## src/rtl/reset_release_sequencer_if.sv

```systemverilog
// Bus bundle for the reset release sequencer: lock/request/config inputs
// and the per-domain reset, done and debug state outputs.
interface reset_release_sequencer_if #(
    parameter int N_DOM = 4,
    parameter int CNT_W = 8
);
    logic             pll_lock_i;
    logic             sw_rst_i;
    logic [CNT_W-1:0] dly_cfg_i;
    logic [N_DOM-1:0] dom_rst_o;
    logic             seq_done_o;
    logic [1:0]       state_o;

    modport master (
        output pll_lock_i, sw_rst_i, dly_cfg_i,
        input  dom_rst_o, seq_done_o, state_o
    );

    modport slave (
        input  pll_lock_i, sw_rst_i, dly_cfg_i,
        output dom_rst_o, seq_done_o, state_o
    );
endinterface

```

## src/rtl/reset_release_sequencer.sv

```systemverilog
// Reset release sequencer: holds all domains in reset, waits for PLL lock,
// then releases domains one at a time (index 0 first) with a programmable gap.
module reset_release_sequencer #(
    parameter int   N_DOM         = 4,
    parameter int   CNT_W         = 8,
    parameter int   HOLD_CYC      = 16,
    parameter logic O_RESET_LEVEL = 1'b0
) (
    input  logic                       clk,
    input  logic                       rst_n,
    reset_release_sequencer_if.slave   bus
);
    localparam int IDX_W  = (N_DOM > 1) ? $clog2(N_DOM) : 1;
    localparam int HOLD_W = (HOLD_CYC > 1) ? $clog2(HOLD_CYC) : 1;

    typedef enum logic [1:0] {
        ASSERT    = 2'd0,
        WAIT_LOCK = 2'd1,
        RELEASE   = 2'd2,
        DONE      = 2'd3
    } state_e;

    state_e             state_q, state_d;
    logic [HOLD_W-1:0]  hold_q, hold_d;
    logic [CNT_W-1:0]   gap_q, gap_d;
    logic [CNT_W-1:0]   dly_q, dly_d;
    logic [IDX_W-1:0]   idx_q, idx_d;
    logic [N_DOM-1:0]   dom_q, dom_d;
    logic               done_q, done_d;
    logic               abort;

    always_ff @(posedge clk) begin
        if (!rst_n) begin
            state_q <= ASSERT;
            hold_q  <= '0;
            gap_q   <= '0;
            dly_q   <= '0;
            idx_q   <= '0;
            dom_q   <= {N_DOM{O_RESET_LEVEL}};
            done_q  <= 1'b0;
        end else begin
            state_q <= state_d;
            hold_q  <= hold_d;
            gap_q   <= gap_d;
            dly_q   <= dly_d;
            idx_q   <= idx_d;
            dom_q   <= dom_d;
            done_q  <= done_d;
        end
    end

    always_comb begin
        state_d = state_q;
        hold_d  = hold_q;
        gap_d   = gap_q;
        dly_d   = dly_q;
        idx_d   = idx_q;
        dom_d   = dom_q;
        done_d  = done_q;
        abort   = 1'b0;

        unique case (state_q)
            ASSERT: begin
                dom_d  = {N_DOM{O_RESET_LEVEL}};
                done_d = 1'b0;
                if (bus.sw_rst_i) begin
                    hold_d = '0;
                end else if (hold_q == HOLD_W'(HOLD_CYC - 1)) begin
                    state_d = WAIT_LOCK;
                    hold_d  = '0;
                end else begin
                    hold_d = hold_q + 1'b1;
                end
            end
            WAIT_LOCK: begin
                if (bus.sw_rst_i) begin
                    abort = 1'b1;
                end else if (bus.pll_lock_i) begin
                    dly_d   = bus.dly_cfg_i;
                    gap_d   = '0;
                    idx_d   = '0;
                    state_d = RELEASE;
                end
            end
            RELEASE: begin
                // Abort wins over a release falling due on the same cycle
                if (bus.sw_rst_i || !bus.pll_lock_i) begin
                    abort = 1'b1;
                end else if (gap_q == dly_q) begin
                    dom_d[idx_q] = ~O_RESET_LEVEL;
                    gap_d        = '0;
                    if (idx_q == IDX_W'(N_DOM - 1)) begin
                        state_d = DONE;
                        done_d  = 1'b1;
                    end else begin
                        idx_d = idx_q + 1'b1;
                    end
                end else begin
                    gap_d = gap_q + 1'b1;
                end
            end
            DONE: begin
                if (bus.sw_rst_i || !bus.pll_lock_i) begin
                    abort = 1'b1;
                end
            end
            default: begin
                abort = 1'b1;
            end
        endcase

        if (abort) begin
            state_d = ASSERT;
            hold_d  = '0;
            dom_d   = {N_DOM{O_RESET_LEVEL}};
            done_d  = 1'b0;
        end
    end

    assign bus.dom_rst_o  = dom_q;
    assign bus.seq_done_o = done_q;
    assign bus.state_o    = state_q;
endmodule

```

## src/flat_wrapper.sv

```systemverilog
// flat-port wrapper written by rule: the top's interface ports become plain ports
module reset_release_sequencer_flat 
#(
    parameter int   N_DOM         = 4,
    parameter int   CNT_W         = 8,
    parameter int   HOLD_CYC      = 16,
    parameter logic O_RESET_LEVEL = 1'b0
)
  (clk, rst_n, bus_pll_lock_i, bus_sw_rst_i, bus_dly_cfg_i, bus_dom_rst_o, bus_seq_done_o, bus_state_o);
  reset_release_sequencer_if #(.N_DOM(N_DOM), .CNT_W(CNT_W)) bus_i ();
  input  logic clk;
  input  logic rst_n;
  input wire logic [$bits(bus_i.pll_lock_i)-1:0] bus_pll_lock_i;
  input wire logic [$bits(bus_i.sw_rst_i)-1:0] bus_sw_rst_i;
  input wire logic [$bits(bus_i.dly_cfg_i)-1:0] bus_dly_cfg_i;
  output wire logic [$bits(bus_i.dom_rst_o)-1:0] bus_dom_rst_o;
  output wire logic [$bits(bus_i.seq_done_o)-1:0] bus_seq_done_o;
  output wire logic [$bits(bus_i.state_o)-1:0] bus_state_o;
  assign bus_i.pll_lock_i = bus_pll_lock_i;
  assign bus_i.sw_rst_i = bus_sw_rst_i;
  assign bus_i.dly_cfg_i = bus_dly_cfg_i;
  assign bus_dom_rst_o = bus_i.dom_rst_o;
  assign bus_seq_done_o = bus_i.seq_done_o;
  assign bus_state_o = bus_i.state_o;
  reset_release_sequencer #(.N_DOM(N_DOM), .CNT_W(CNT_W), .HOLD_CYC(HOLD_CYC), .O_RESET_LEVEL(O_RESET_LEVEL)) u_core (.clk(clk), .rst_n(rst_n), .bus(bus_i));
endmodule
```

## config.mk

```make
export PLATFORM = sky130hd
export DESIGN_NAME = reset_release_sequencer_flat
export DESIGN_NICKNAME = d
export VERILOG_FILES = /design/src/rtl/reset_release_sequencer_if.sv /design/src/rtl/reset_release_sequencer.sv /design/src/flat_wrapper.sv
export SDC_FILE = /design/constraint.sdc
export NUM_CORES = 1
export LEC_CHECK = 0
export CORE_UTILIZATION = 35
export DETAILED_ROUTE_END_ITERATION = 8
export GPL_TIMING_DRIVEN = 0
export SYNTH_ARGS = -nofsm -noshare
export SYNTH_HDL_FRONTEND = slang
export SYNTH_SLANG_ARGS = --single-unit
```

## constraint.sdc

```tcl
create_clock -name clk -period 4.7 [get_ports clk]
set_input_delay 1.175 -clock clk [delete_from_list [all_inputs] [get_ports clk]]
set_output_delay 1.175 -clock clk [all_outputs]
set_load 0.02 [all_outputs]
```

# After elaboration in Yosys (flattened, before gate mapping)
# Cells that the tools add are included.
# totals
mem_bits_ro	0
ramBits	0
latch_bits	0
inputBits	12
mem_count	0
elab_cells	77
output_inout_bits	7
regBits	29
# classes
shifts	0
div_mod_pow	0
add_sub_neg	3
n_eq_ne	14
n_lt_le_gt_ge	2
mux	33
n_mul	0
bitwise_logic	3
n_reduce_logical	15
# op_table
operator	count
2-to-1 mux 8 bit	4
2-to-1 mux 2 bit	12
2-to-1 mux 4 bit	4
case mux 8 bit (2 select lines)	1
inequality test 2 bit, second input constant	5
adder 8 x 1 -> 8 bit, second input constant	1
== test 8 bit	1
case mux 4 bit (2 select lines)	1
AND reduction 4 bit	2
AND reduction 8 bit	1
== test 2 bit, second input constant	3
2-to-1 mux 1 bit	6
inequality test 2 x 1 -> 1 bit, second input constant	3
case mux 2 bit (3 select lines)	1
AND reduction 3 bit	2
AND reduction 6 bit	1
adder 4 x 1 -> 4 bit, second input constant	1
== test 4 bit, second input constant	1
bitwise OR 4 bit	1
case mux 1 bit (2 select lines)	2
case mux 2 bit (2 select lines)	1
nonzero test 2 bit	2
OR reduction 2 bit	2
less-than comparator 2 x 3 -> 1 bit, second input constant	1
other kinds (10)	11

# Depth between registers and ports, before layout
# Gate-level depths: netlist of run 1.
# depth
depth_word	8
ltp_mapped	8
ltp_nobuf	7

# Least setup slack after synthesis of run 1
# No wires, ideal clock.
# synth_path
path_type	in2reg
start	in bus_sw_rst_i
end	reg u_core.gap_q[2]
t_arrival_ns	2.380
path_stages	5
required_ns	4.630
path_slack_ns	2.250
setup_time_ns	0.070
n_path_buf	1
cell_sequence	clkbuf_1 nor2b_1 o211ai_1 or3b_2 a21oi_1
# synth_between
elab_chain_cells	3
elab_cells_between_ends	4
# synth_rtl
item	line	source
from (decl)	flat_wrapper.sv:14	input wire logic [$bits(bus_i.sw_rst_i)-1:0] bus_sw_rst_i;
logical OR 1 bit	reset_release_sequencer.sv:87	if (bus.sw_rst_i || !bus.pll_lock_i) begin
inequality test 2 bit (no line)	-	
AND reduction 4 bit (no line) (*)	-	
to (signal assigned)	reset_release_sequencer.sv:44	gap_q <= gap_d;
to (decl)	reset_release_sequencer.sv:25	logic [CNT_W-1:0] gap_q, gap_d;
# Mark *: on every way between the ends. The rest lies on a longest branch, timed or not.
# A chain may end at the register's enable or synchronous reset.

# Final worst setup path of run 1
# layout_path
start	in bus_pll_lock_i
end	reg u_core.gap_q[2]
# layout_between
elab_chain_cells	4
elab_cells_between_ends	5
# layout_rtl
item	line	source
from (decl)	flat_wrapper.sv:13	input wire logic [$bits(bus_i.pll_lock_i)-1:0] bus_pll_lock_i;
zero test 1 bit	reset_release_sequencer.sv:87	
logical OR 1 bit	reset_release_sequencer.sv:87	
inequality test 2 bit (no line)	-	
AND reduction 4 bit (no line) (*)	-	
# Marks and branches as above.

==> out/qor.csv, run 1 <==
stage,metric,value,unit
die,ios,19,
yosys,ys_ff_latch,29,
sta,rsz0062_at_grt,no,
worst_setup_path,crit_required,4.91,ns
sta,timing.final.crit_share,58.6,%
yosys,synthTopCellsByCount,"dfxtp_1, a21oi_1, nand2_1",
finish,area_delta_synth_final,21.5,%
worst_setup_path,rrSetupSlack,2.70,ns
clocking,clk_transition_reported_paths,0.06,ns
die,row_count,23,
power_and_ir_drop,intPower,390,uW
worst_setup_path,slowest_stage,or3b_2,
power_and_ir_drop,seq_power_share,49.9,%
clocking,insertion_delay,0.28,ns
sta,period_needed,2.75,ns
worst_setup_path,critPathMaxStageDelay,0.52,ns
sta,slew_headroom,65.3,%
clocking,cts.sinks,29,
clocking,postCtsHoldBufs,0,
clocking,cts-htree-levels,2,
die,die-area,4710,um^2
global_routing,grt_max_degree,11,
sta,slew_violations,0,
yosys,synth_flop_cell,dfxtp_1,
die,core_area,4120,um^2
yosys,ys_top_cells_by_area,"dfxtp_1, ha_1, a21oi_1, nand2_1, xor2_1",
sta,worstMarginPinSlew,0.516,ns
clocking,cts_made_buffers,5,
worst_setup_path,crit_buf_inv,1,
sta,hold_viol,0,
worst_setup_path,critPathKind,primary input to register,
clocking,clockBufferDepth,2,
clocking,cts_resized,0,
worst_setup_path,path_cells,clkdlybuf4s50_1 -> nor2b_1 -> o211ai_1 -> or3b_2 -> a21oi_1,
drt,routedWlPerCell,12.7,um
power_and_ir_drop,leakagePower,0.720,nW
placed_design,place.gp.congestion,0.788,
sta,finClkSkew,0.00581,ns
status,status,completed,
power_and_ir_drop,comb_power_share,4.7,%
die,initial_utilization,37.7,%
finish,multi_input_area,920,um^2
die,die_w,68.6,um
power_and_ir_drop,powerDensity,263,nW/um^2
placed_design,io_buffers,17,
global_routing,antenna_found_initial,0,
power_and_ir_drop,clockPowerShare,45.4,%
clocking,root_buffer,clkbuf_8,
finish,seq_area,581,um^2
job,max_cap_viol_count,0,
yosys,syn-mean-instance-area,8.13,um^2
clocking,cts_tree,built,
yosys,syn_area,1550,um^2
placed_design,hpwl,2520,um
power_and_ir_drop,ir_drop,104,uV
drt,routed-via-count,1366,
sta,setup_tns,0,ns
die,dieHeight,68.6,um
finish,drive_gt1_share,6.48,%
worst_setup_path,cp.arrival,2.96,ns
yosys,syn_nets,215,
drt,drc,0,
drt,drtPass1Iterations,4,
yosys,synth_top_area_share,37.4,%
drt,drt_wl_total,3370,um
yosys,async_flop_share,0,%
drt,dr.first_iter.drc_count,63,
global_routing,grt_pass1_wl,5830,um
global_routing,grt_usage,17.2,%
finish,antenna_cells,0,
yosys,ys_seq_area_share,37.4,%
sta,setup_viol,0,
yosys,synth_edf_count,0,
finish,utilization,45.8,%
worst_setup_path,startpoint_type,primary input,
clocking,postCtsSetupBuffers,0,
yosys,yosys.cell_types.count,36,
worst_hold_path,hp-class,register to register,
power_and_ir_drop,swShare,21.4,%
yosys,synth_top_area_cell,dfxtp_1,
power_and_ir_drop,power_switching,106,uW
worst_setup_path,cp_max_fo,6,
sta,whs,0.456,ns
drt,drtAntennaViolNets,0,
finish,nFillCells,440,
worst_setup_path,cp-end-kind,register,
global_routing,grt_remaining_overflow,0,
yosys,yosysMostFrequentCell,dfxtp_1,
yosys,yosys_warnings,0,
drt,avgViaCountPerCell,5.14,
finish,nNetsFinal,239,
yosys,synth_cells,191,
sta,fmax,0.363,GHz
global_routing,grt_pass1_vias,1242,
worst_setup_path,crit_family,simple AND/OR/NAND/NOR gates,
stage by stage:
stage | setup slack, ns | instances | instance area, um^2 | total power, mW
2_1_floorplan | 2.25 | 191 | 1550 | 0.264
3_3_place_gp | 1.67 | 258 | 1790 | 0.276
3_5_place_dp | 1.69 | 258 | 1790 | 0.276
4_1_cts | 1.97 | 266 | 1890 | 0.504
5_1_grt | 1.87 | 266 | 1890 | 0.516
6_report | 1.95 | 266 | 1890 | 0.496
metal layers:
metal	global-route usage [%]	wire length, um	vias up
met4	9.38	77	0
met3	3.95	85	6
met5	0	0	-
met2	23.9	1390	18
met1	24.3	1820	613
li1	-	-	729
sequential cells by signal, indices dropped and copies added (netlist names):
| signal | count |
|---|---|
| u_core.bus.dom_rst_o | 4 |
| u_core.bus.seq_done_o | 1 |
| u_core.bus.state_o | 2 |
| u_core.dly_q | 8 |
| u_core.gap_q | 8 |
| u_core.hold_q | 4 |
| u_core.idx_q | 2 |
worst register-to-register path, delay by kind of cell (launching register included):
kind,cells,cell delay [ns]
AOI/OAI and AO/OA,2,0.72
adders and majority gates,1,0.28
buffers and inverters,2,0.38
DFF,1,0.43
and+or+nand+nor,1,0.13
final cells by class:
cell class / count / area share (%)
inverter: 8 / 1.59
buffer: 6 / 1.19
timing repair buffer: 17 / 9.02
clock buffer: 7 / 5.11
multi-input combinational: 148 / 48.7
sequential: 29 / 30.8
clock inverter: 1 / 0.265
tap: 50 / 3.32
cell usage in the layout, fill, tap and decap left out, types with 5 or more instances in the layout:
master	netlist	routed
a21oi_1	28	28
clkbuf_1	6	6
clkbuf_8	0	7
clkdlybuf4s50_1	0	17
dfxtp_1	29	29
ha_1	12	12
inv_1	7	7
nand2_1	22	22
nand3_1	13	13
nor2_1	12	12
nor3_1	5	5
o21ai_0	10	10
xor2_1	8	8
final timing paths:
path | from | end | cells after the start
setup / recovery | bus_pll_lock_i | u_core.gap_q[2] | 5
hold / removal | u_core.bus.dom_rst_o[3] | u_core.bus.dom_rst_o[3] | 2
setup reg to reg | u_core.bus.state_o[0] | u_core.gap_q[4] | 6
hold reg to reg | u_core.bus.dom_rst_o[3] | u_core.bus.dom_rst_o[3] | 2
kinds of logic (layout without fill, tap and decap cells):
kind of cell | after synthesis | after routing | synth area share (%)
compound gates | 50 | 50 | 17.9
simple gates | 76 | 76 | 26.0
flops | 29 | 29 | 37.4
buf+inv | 14 | 39 | 3.38
xor+xnor | 10 | 10 | 5.64
fa+ha+maj | 12 | 12 | 9.67
power groups by stage:
| stage | combinational [mW] | clock [mW] | sequential (mW) |
|---|---|---|---|
| 2_1_floorplan | 0.0113 | 0 | 0.253 |
| 3_3_place_gp | 0.0235 | 0 | 0.253 |
| 3_5_place_dp | 0.0235 | 0 | 0.253 |
| 4_1_cts | 0.0237 | 0.233 | 0.247 |
| 5_1_grt | 0.0263 | 0.243 | 0.247 |
| 6_report | 0.0235 | 0.225 | 0.247 |
(Power assumes the default switching activity.)
==> run 2: changes to the inputs <==
Clock period 4.7 ns to 2.3 ns, I/O delays scaled along.
==> results of run 2 <==
The final DEF is identical to that of run 1. Status: completed.
Among the figures that moved: setup slack after placement 1.69 ns -> -0.113 ns; setup slack after layout 1.95 ns -> 0.145 ns; register-to-register setup slack 2.70 ns -> 0.30 ns; total power 0.496 mW -> 1.01 mW; worst IR drop on VDD 104 uV -> 212 uV
